<file path="src/rtl/rotate_arb_32.sv">
// Two-requester arbiter in front of a shared 32-bit rotator with a one-entry result register.
// Round-robin or fixed-priority grant; op_count tallies accepted operations.
module rotate_arb_32 #(
   parameter int unsigned ROUND_ROBIN = 1
) (
   input  logic        clk,
   input  logic        rst_n,
   input  logic        req0_valid,
   output logic        req0_ready,
   input  logic [31:0] req0_data,
   input  logic [4:0]  req0_amt,
   input  logic        req0_dir,
   input  logic        req1_valid,
   output logic        req1_ready,
   input  logic [31:0] req1_data,
   input  logic [4:0]  req1_amt,
   input  logic        req1_dir,
   output logic        res_valid,
   input  logic        res_ready,
   output logic [31:0] res_data,
   output logic        res_id,
   output logic [15:0] op_count
);

   logic        r_res_valid;
   logic [31:0] r_res_data;
   logic        r_res_id;
   logic [15:0] r_op_count;
   logic        r_last_grant;

   logic        w_slot_free;
   logic        w_any_valid;
   logic        w_grant;
   logic        w_accept;
   logic [31:0] w_op_data;
   logic [4:0]  w_op_amt;
   logic        w_op_dir;
   logic [4:0]  w_left_amt;
   logic [31:0] w_rot;
   logic        w_res_valid_nxt;
   logic [31:0] w_res_data_nxt;
   logic        w_res_id_nxt;
   logic [15:0] w_op_count_nxt;
   logic        w_last_grant_nxt;

   // Bit i of the result is d[(i - k) mod 32]; the upper half of {d, d} << k gives exactly that.
   function automatic logic [31:0] rotl(input logic [31:0] d, input logic [4:0] k);
      logic [63:0] w_wide;
      w_wide = {d, d} << k;
      return w_wide[63:32];
   endfunction

   assign w_slot_free = ~r_res_valid | res_ready;
   assign w_any_valid = req0_valid | req1_valid;

   always_comb begin
      w_grant = 1'b0;
      if (req0_valid && req1_valid) begin
         w_grant = (ROUND_ROBIN != 0) ? ~r_last_grant : 1'b0;
      end else begin
         w_grant = req1_valid;
      end
   end

   assign w_accept   = rst_n & w_slot_free & w_any_valid;
   assign req0_ready = rst_n & w_slot_free & req0_valid & ~w_grant;
   assign req1_ready = rst_n & w_slot_free & req1_valid & w_grant;

   // Operand mux driven by the grant so a single rotator serves both requesters.
   assign w_op_data  = w_grant ? req1_data : req0_data;
   assign w_op_amt   = w_grant ? req1_amt  : req0_amt;
   assign w_op_dir   = w_grant ? req1_dir  : req0_dir;
   assign w_left_amt = w_op_dir ? (5'd0 - w_op_amt) : w_op_amt;
   assign w_rot      = rotl(w_op_data, w_left_amt);

   always_comb begin
      w_res_valid_nxt  = r_res_valid;
      w_res_data_nxt   = r_res_data;
      w_res_id_nxt     = r_res_id;
      w_op_count_nxt   = r_op_count;
      w_last_grant_nxt = r_last_grant;
      if (w_accept) begin
         w_res_valid_nxt  = 1'b1;
         w_res_data_nxt   = w_rot;
         w_res_id_nxt     = w_grant;
         w_op_count_nxt   = r_op_count + 16'd1;
         w_last_grant_nxt = w_grant;
      end else if (r_res_valid && res_ready) begin
         w_res_valid_nxt = 1'b0;
      end
   end

   always_ff @(posedge clk or negedge rst_n) begin
      if (!rst_n) begin
         r_res_valid  <= 1'b0;
         r_res_data   <= 32'h0000_0000;
         r_res_id     <= 1'b0;
         r_op_count   <= 16'h0000;
         r_last_grant <= 1'b1;
      end else begin
         r_res_valid  <= w_res_valid_nxt;
         r_res_data   <= w_res_data_nxt;
         r_res_id     <= w_res_id_nxt;
         r_op_count   <= w_op_count_nxt;
         r_last_grant <= w_last_grant_nxt;
      end
   end

   assign res_valid = r_res_valid;
   assign res_data  = r_res_data;
   assign res_id    = r_res_id;
   assign op_count  = r_op_count;

   a_ready_exclusive : assert property (@(posedge clk) disable iff (!rst_n)
      !(req0_ready && req1_ready));
   a_no_ready_on_stall : assert property (@(posedge clk) disable iff (!rst_n)
      (r_res_valid && !res_ready) |-> !(req0_ready || req1_ready));

endmodule

</file>
<file path="config.mk">
export PLATFORM = sky130hd
export DESIGN_NAME = rotate_arb_32
export DESIGN_NICKNAME = d
export VERILOG_FILES = /design/src/rtl/rotate_arb_32.sv
export SDC_FILE = /design/constraint.sdc
export NUM_CORES = 1
export LEC_CHECK = 0
export BUFFER_PORTS_ARGS = -buffer_cell sky130_fd_sc_hd__buf_2
export CORE_AREA = 2 2 102 104
export CTS_CLUSTER_DIAMETER = 40
export DETAILED_ROUTE_END_ITERATION = 8
export DIE_AREA = 0 0 104 106
export HOLD_SLACK_MARGIN = 0.03
export PLACE_DENSITY = 0.83
export SLEW_MARGIN = 20
export SYNTH_ARGS = -nofsm -noshare
export SYNTH_HDL_FRONTEND = slang
export SYNTH_SLANG_ARGS = --single-unit
export TNS_END_PERCENT = 10
</file>
<file path="constraint.sdc">
create_clock -name clk -period 2.25 [get_ports clk]
set_input_delay 0.1125 -clock clk [delete_from_list [all_inputs] [get_ports clk]]
set_output_delay 0.1125 -clock clk [all_outputs]
set_load 0.05 [all_outputs]
</file>
* Word-level counts from Yosys, hierarchy flattened
Cells that the tools add are included.
** Operators by class
- Mux-type cells :: 7
- Reduce and logical (&&, ||, !) cells :: 3
- Shift operators :: 1
- Add/sub/neg operators :: 2
- Bitwise gates (word level) :: 11
** Operator list (number)
- 64-bit by 5-bit left shift with 64-bit output :: 1
- 32-bit two-way mux :: 1
- 16-bit by 1-bit adder with 16-bit output, second input constant :: 1
- 5-bit two-way mux :: 2
- 1-bit bitwise AND :: 6
- 1-bit by 5-bit subtractor with 5-bit output, first input constant :: 1
- 1-bit two-way mux :: 4
- 1-bit NOT :: 3
- 1-bit logical AND :: 2
- 1-bit OR :: 2
- 2-bit nonzero test :: 1
** Storage, ports and cells
- Word-level logic and storage cells :: 29
- Bits in registers :: 51

* Logic depth before layout (Yosys ltp)
Gate-level depths: netlist (run 1).
- Depth after elaboration :: 6
- Mapped depth :: 8
- Mapped depth without buffers :: 6

* Least setup slack after synthesis (run 1)
OpenSTA, ideal clock, no wires.
- Kind :: register to output
- Start point :: reg r_last_grant
- End point :: out req0_ready
- Arrival time :: 2.092 ns
- Path buffers :: 2
- Slack :: 0.045 ns
- Stages on the path, launching flop included :: 5
- Path through :: dfstp_2 > a21boi_2 > buf_4 > buf_2 > nor3b_1
** Between the ends
- Cells in the longest elaborated chain, start to end :: 4
** RTL lines
- from (decl) :: RTL line 29 : logic r_last_grant;
- from (signal assigned) :: RTL line 105 : r_last_grant <= w_last_grant_nxt;
- 1-bit NOT :: RTL line 59 : w_grant = (ROUND_ROBIN != 0) ? ~r_last_grant : 1'b0;
- 1-bit two-way mux :: RTL line 58 : if (req0_valid && req1_valid) begin
- 1-bit NOT :: RTL line 66 : assign req0_ready = rst_n & w_slot_free & req0_valid & ~w_grant;
- 1-bit bitwise AND :: RTL line 66
- to (decl) :: RTL line 9 : output logic req0_ready,
No other way between the ends.

* Final worst setup path (run 1)
- Start point :: reg r_last_grant
- End point :: reg r_res_data[7] (netlist: res_data[7])
** Between the ends
- Cells in the longest elaborated chain, start to end :: 6
- Elaborated cells on any way between the ends :: 8
- Classes of those cells :: add/sub (1); shift (1); mux (5); bitwise (1)
** RTL lines
- 1-bit NOT * :: RTL line 59
- 1-bit two-way mux * :: RTL line 58
- 5-bit two-way mux :: RTL line 71 : assign w_op_amt = w_grant ? req1_amt : req0_amt;
- 1-bit by 5-bit subtractor with 5-bit output :: RTL line 73 : assign w_left_amt = w_op_dir ? (5'd0 - w_op_amt) : w_op_amt;
- 5-bit two-way mux :: RTL line 73
- 64-bit by 5-bit left shift with 64-bit output * :: RTL line 49 : w_wide = {d, d} << k;
- to (signal assigned) :: RTL line 102 : r_res_data <= w_res_data_nxt;
- to (decl) :: RTL line 26 : logic [31:0] r_res_data;
Mark *: on every way between the ends. The rest lies on a longest branch, timed or not.
A chain may end at the register's enable or synchronous reset.

==> reports/qor.yml, run 1 <==
route:
  drt_first_pass_iters: 8
  wl_um: 21100
  drc_errors: 0
  dr.first_iter.drc_count: 817
  wl_per_cell_um: 23.7
  ant_nets: 0
  vias_per_cell: 7.05
  vias: 6276
worst_setup_path:
  rrSetupSlack_ps: -160
  worstPathArrival_ps: 2640
  critPathSlowestCell: "nor4_1"
  cpPeakStageDelay_ps: 440
  crit_family: "compound AO/OA/AOI/OAI gates"
  cp.depth: 9
  r2r-start: "r_last_grant$_DFFE_PN1P_"
  r2r_end: "res_data[7]$_DFFE_PN0P_"
  cp_num_buf_inv: 3
  cp.required_ps: 2490
  crit_chain: "a21bo_4, buf_8, buf_4, nor4_1, nor4_1, buf_4, mux2i_4, a22oi_1, a31oi_1"
  r2r.worst_path.cells: 9
  critPathMaxFanout: 7
  startpoint_type: "register"
  cp-end-kind: "register"
  path_class: "reg -> reg"
timing:
  worst_slew_pin_slew_ps: 679
  finalSetupViolCount: 25
  slew_viol_final: 0
  slew_headroom: 0.547
  fin_crit_sh: 1.07
  worst_hold_slack_ps: 135
  min_period_ps: 2410
  setup_tns_ps: -1500
  finalHoldViolCount: 0
  fmax_ghz: 0.416
  skew_ps: 7.09
  rsz0062_at_grt: "yes"
  setup_ws_ps: -156
finish:
  fin_area_um2: 7690
  fin_nets: 835
  area_delta_synth_final_pct: 45.5
  drive_gt1_frac: 0.476
  n_antenna_cell: 0
  nFillCells: 689
  instances_no_fill: 890
power:
  finalPower_mw: 5.79
  pwr_density_cell_nw_per_um2: 753
  irDropWorstVdd_v: 0.000568
  p_leak_nw: 3.05
grt:
  grt_use_met3: 0.0448
  grt-ovfl-total: 0
  use_met2: 0.533
  track_usage: 0.333
  grt_pass1_vias: 5457
  grt_pass1_wl_um: 29600
  grt_max_degree: 68
  grt_util_met1: 0.467
  grt_antenna_before_repair: 0
  grt_busiest_layer: "met2"
synth:
  synth_most_common_cell: "mux2i_1"
  synth_area_leaders: "dfrtp_1, mux2i_1, nor4_1"
  synth_cell_type_count: 47
  synth_top_area_cell: "dfrtp_1"
  synth_edf_count: 0
  synthFlopType: "dfrtp_1"
  synth-seq-area-share: 0.242
  yosys_register_bits: 51
  synth_top_area_frac: 0.237
  synthTopCellsByCount: "mux2i_1, nor4_1, a22oi_1, nor2_1, dfrtp_1"
  ys_async_sr_fraction: 1.00
  syn_inst: 588
  syn_area_um2: 5280
  syn-num-nets: 670
  yosys_warnings: 0
  synth.avg_cell_area_um2: 8.98
cts:
  clkTransAtPathRegs_ps: 110
  cts_sinks: 51
  cts_max_path_buffers: 2
  cts_root_buf: "clkbuf_8"
  insertion_delay_ps: 320
  cts_max_level: 2
  cts-buffers-inserted: 5
  cts_tree: "done"
die:
  start_util: 0.528
  pin_count: 133
  fp.dieH_um: 106
  die_w_um: 104
  rows: 37
  core_region_area_um2: 10000
  die-area_um2: 11000
placement:
  gp_congestion: 1.01
  placed_area_um2: 6450
  dpl.cell_count: 857
  place_hpwl_um: 14100
  portBuffers: 132
status:
  violations: "setup timing"
  outcome: "finished, violations left"
min_path:
  min_path_type: "in -> reg"
  hold_start: "res_ready"
  min_to: "res_valid$_DFFE_PN0P_"
  hold_depth: 3
run:
  maxCapViolations: 0
## flip-flops by register name, indices dropped and copies added (netlist names)
signal and flops:
op_count 16, r_last_grant 1, res_data 32, res_id 1, res_valid 1
## worst register-to-register path: cells and delay by family, from the launching register on
kind / cells / cell delay, ps
muxes: 1 / 210
and+or+nand+nor: 2 / 570
DFF: 1 / 410
AOI/OAI and AO/OA: 3 / 660
buffers and inverters: 3 / 460
## final cells by class
| cell class | count | area, um^2 | share of cell area |
|---|---|---|---|
| Tap cell | 136 | 170 | 0.0221 |
| Sequential cell | 51 | 1280 | 0.166 |
| Clock inverter | 3 | 28.8 | 0.00374 |
| Multi-Input combinational cell | 467 | 4410 | 0.574 |
| Clock buffer | 5 | 68.8 | 0.00895 |
| Timing Repair Buffer | 227 | 1730 | 0.225 |
| Inverter | 1 | 3.75 | 0.000488 |
## logic make-up (layout without fill, tap and decap cells)
logic type / after synthesis / count (layout) / share of synthesized area
AOI/OAI and AO/OA: 180 / 180 / 0.284
xor gates and xnor gates: 23 / 23 / 0.0381
adders and majority gates: 1 / 1 / 0.00237
buffers and inverters: 70 / 236 / 0.0758
DFF: 51 / 51 / 0.242
muxes: 97 / 97 / 0.186
and+or+nand+nor: 166 / 166 / 0.172
## power breakdown
group          internal (mW)  switching [mW]
sequential              1.15           0.228
clock                  0.232           0.378
combinational           1.39            2.41
## what timing repair did
item,in CTS,in global routing
pin swaps,12,43
hold buffers,1,0
cloned,0,9
endpoints found under the hold margin,50,0
endpoints found under the setup margin,32,32
resized for setup,19,120
setup buffers,1,14
## metal layers
metal,part of all wire,routed length (um)
met5,0,0
met3,0.098,2070
met4,0.044,935
met1,0.40,8370
met2,0.46,9710
## cell usage in the layout, fill, tap and decap left out, drive strengths merged, types with 3 or more instances in the layout
master and instances:
and3 4, a211oi 48, dfrtp 50, buf 221
nor4 80, a22oi 64, nand2 12, a2111oi 16
a31oi 32, nor2 51, o22ai 4, xnor2 15
nand4 6, a21boi 3, nand3 4, mux2i 97
clkbuf 10, xor2 8, a21bo 3
## metrics by stage
step,setup slack [ps],utilization
final,-156,0.769
after global placement,-353,0.645
after CTS,-9.81,0.668
after detailed placement,-345,0.645
after global routing,-201,0.769
after floorplan,45.1,-
## worst max-delay path by stage
stage | to | from | slack [ps]
6_report | res_data[7]$_DFFE_PN0P_ | r_last_grant$_DFFE_PN1P_ | -160
5_1_grt | res_data[13]$_DFFE_PN0P_ | r_last_grant$_DFFE_PN1P_ | -200
4_1_cts | res_data[1]$_DFFE_PN0P_ | r_last_grant$_DFFE_PN1P_ | -10
3_5_place_dp | res_data[1]$_DFFE_PN0P_ | r_last_grant$_DFFE_PN1P_ | -350
3_3_place_gp | res_data[25]$_DFFE_PN0P_ | req1_amt[0] | -350
2_1_floorplan | req0_ready | r_last_grant$_DFFE_PN1P_ | 50
Note: power is estimated with default switching activity, not from simulation.
==> run 2, diff against run 1 <==
--- a/config.mk
+++ b/config.mk
@@ -6,13 +6,12 @@
 export NUM_CORES = 1
 export LEC_CHECK = 0
 export BUFFER_PORTS_ARGS = -buffer_cell sky130_fd_sc_hd__buf_2
-export CORE_AREA = 2 2 102 104
+export CORE_AREA = 2 2 98 100
 export CTS_CLUSTER_DIAMETER = 40
 export DETAILED_ROUTE_END_ITERATION = 8
-export DIE_AREA = 0 0 104 106
+export DIE_AREA = 0 0 100 102
 export HOLD_SLACK_MARGIN = 0.03
-export PLACE_DENSITY = 0.83
-export SLEW_MARGIN = 20
+export PLACE_DENSITY = 0.89
 export SYNTH_ARGS = -nofsm -noshare
 export SYNTH_HDL_FRONTEND = slang
 export SYNTH_SLANG_ARGS = --single-unit
==> constraint.sdc (replaced) <==
create_clock -name clk -period 3 [get_ports clk]
set_input_delay 0.15 -clock clk [delete_from_list [all_inputs] [get_ports clk]]
set_output_delay 0.15 -clock clk [all_outputs]
set_load 0.05 [all_outputs]
==> run 2 against run 1 <==
The flow now finishes without violations. Clock skew up 2.7 ps. Final area fell by 21%. Non-clock buffer count decreased by 69. Largest cell class unchanged.
==> reports/qor.yml, run 2 (synthesized netlist as in run 1, its figures left out) <==
min_path:
  hold_start: "res_ready"
  min_path_type: "in -> reg"
  hold_depth: 3
  min_to: "res_valid$_DFFE_PN0P_"
finish:
  fin_nets: 766
  final_cell_mix: "buf_2, mux2i_1, nor4_1"
  instances_no_fill: 796
  mostFrequentLayoutCell: "buf_2"
  area_delta_synth_final_pct: 15.2
  drive_gt1_frac: 0.293
  largest_reg_flops: 32
  fin_util: 0.668
  n_antenna_cell: 0
  fin_area_um2: 6080
cts:
  clkTransAtPathRegs_ps: 100
  cts_sinks: 51
  cts-buffers-inserted: 5
  cts_max_path_buffers: 2
  insertion_delay_ps: 310
  cts_root_buf: "clkbuf_8"
  ctsHoldBuffers: 1
  cts_resized: 0
  cts_max_level: 2
  post_cts_buffers: 0
  cts_tree: "done"
route:
  ant_nets: 0
  drc_errors: 0
  drt_first_pass_iters: 6
  wl_per_cell_um: 21.4
  wl_um: 17000
  dr.first_iter.drc_count: 739
  vias_per_cell: 7.10
  vias: 5651
placement:
  portBuffers: 132
  gp_congestion: 1.07
  placed_area_um2: 5960
  place_hpwl_um: 13000
  dpl.cell_count: 787
worst_setup_path:
  cpPeakStageDelay_ps: 580
  worstPathArrival_ps: 2760
  r2r.worst_path.cells: 7
  cp.required_ps: 3140
  crit_top_cell: "nor4_1"
  r2r_end: "res_data[24]$_DFFE_PN0P_"
  critPathMaxFanout: 42
  startpoint_type: "register"
  crit_chain: "a21bo_2, buf_12, nor4_1, nor4_1, mux2i_1, a22oi_1, a31oi_1"
  r2r-start: "r_last_grant$_DFFE_PN1P_"
  rrSetupSlack_ps: 390
  path_class: "reg -> reg"
  critPathSlowestCell: "dfstp_2"
  cp-end-kind: "register"
die:
  pin_count: 133
  fp.dieH_um: 102
  die_w_um: 100
  core_region_area_um2: 9110
  die-area_um2: 10200
  rows: 35
  start_util: 0.580
timing:
  setup_tns_ps: 0
  slew_headroom: 0.533
  fmax_ghz: 0.383
  finalSetupViolCount: 0
  min_period_ps: 2610
  rsz0062_at_grt: "no"
  finalHoldViolCount: 0
  skew_ps: 9.80
  worst_hold_slack_ps: 168
  worst_slew_pin_slew_ps: 694
  fin_crit_sh: 0.871
  slew_viol_final: 0
run:
  maxCapViolations: 0
power:
  irDropWorstVdd_v: 0.000457
  pwr_density_cell_nw_per_um2: 601
  p_leak_nw: 2.58
grt:
  grt-ovfl-total: 0
  grt_pass1_wl_um: 26500
  grt_max_degree: 69
  track_usage: 0.328
  grt_pass1_vias: 5011
  grt_antenna_before_repair: 0
status:
  outcome: "complete, no violations"
==> run 2: cell count changes in the layout (fill, tap and decap cells not counted), moves of 5 or more <==
| cell | delta |
|---|---|
| nor4_2 | -27 |
| clkbuf_16 | -5 |
| buf_6 | -6 |
| nor4_1 | +31 |
| buf_4 | -43 |
| buf_12 | -13 |
| a22oi_2 | -23 |
| a22oi_1 | +23 |
| mux2i_4 | -28 |
| mux2i_1 | +30 |
==> run 2: layout make-up <==
class	count	area [um^2]
fillers	734	3030
clock inverters	3	46.3
clock buffers	5	68.8
well taps	111	139
flip-flops and latches	51	1280
repair buffers	158	921
multi-input cells	467	3630
inverters	1	3.75
==> run 2: worst max-delay path: cells and delay by family, from the launching register on <==
kind	cells	cell delay, ps
AOI/OAI and AO/OA	3	720
DFF	1	580
and+or+nand+nor	2	610
buffers and inverters	1	240
muxes	1	280
==> run 2: metrics by stage <==
step	power, mW	setup WS (ps)
2_1_floorplan	2.57	758
3_3_place_gp	3.08	572
3_5_place_dp	3.13	477
4_1_cts	3.64	496
5_1_grt	3.84	264
6_report	3.66	387
==> run 2: where the power goes <==
part           internal, mW  switching [mW]
clock network         0.252           0.244
registers             0.862           0.154
logic                 0.644            1.50
total                  1.76            1.90
==> run 2: routing by layer <==
metal / vias to the layer above / share of wire / global-route usage
li1: 2583 / - / -
met1: 2652 / 0.42 / 0.462
met2: 369 / 0.45 / 0.520
met3: 47 / 0.11 / 0.0643
met4: 0 / 0.026 / 0.0832
met5: - / 0 / 0
==> run 2: worst max path at each step <==
| stage | startpoint | to | slack, ps | depth (start not counted) |
|---|---|---|---|---|
| after floorplan | r_last_grant$_DFFE_PN1P_ | req0_ready | 760 | 4 |
| after global placement | req1_amt[0] | res_data[2]$_DFFE_PN0P_ | 570 | 9 |
| after detailed placement | req0_amt[1] | res_data[25]$_DFFE_PN0P_ | 480 | 7 |
| after CTS | r_last_grant$_DFFE_PN1P_ | res_data[24]$_DFFE_PN0P_ | 500 | 7 |
| after global routing | r_last_grant$_DFFE_PN1P_ | res_data[24]$_DFFE_PN0P_ | 260 | 7 |
| final | r_last_grant$_DFFE_PN1P_ | res_data[24]$_DFFE_PN0P_ | 390 | 7 |
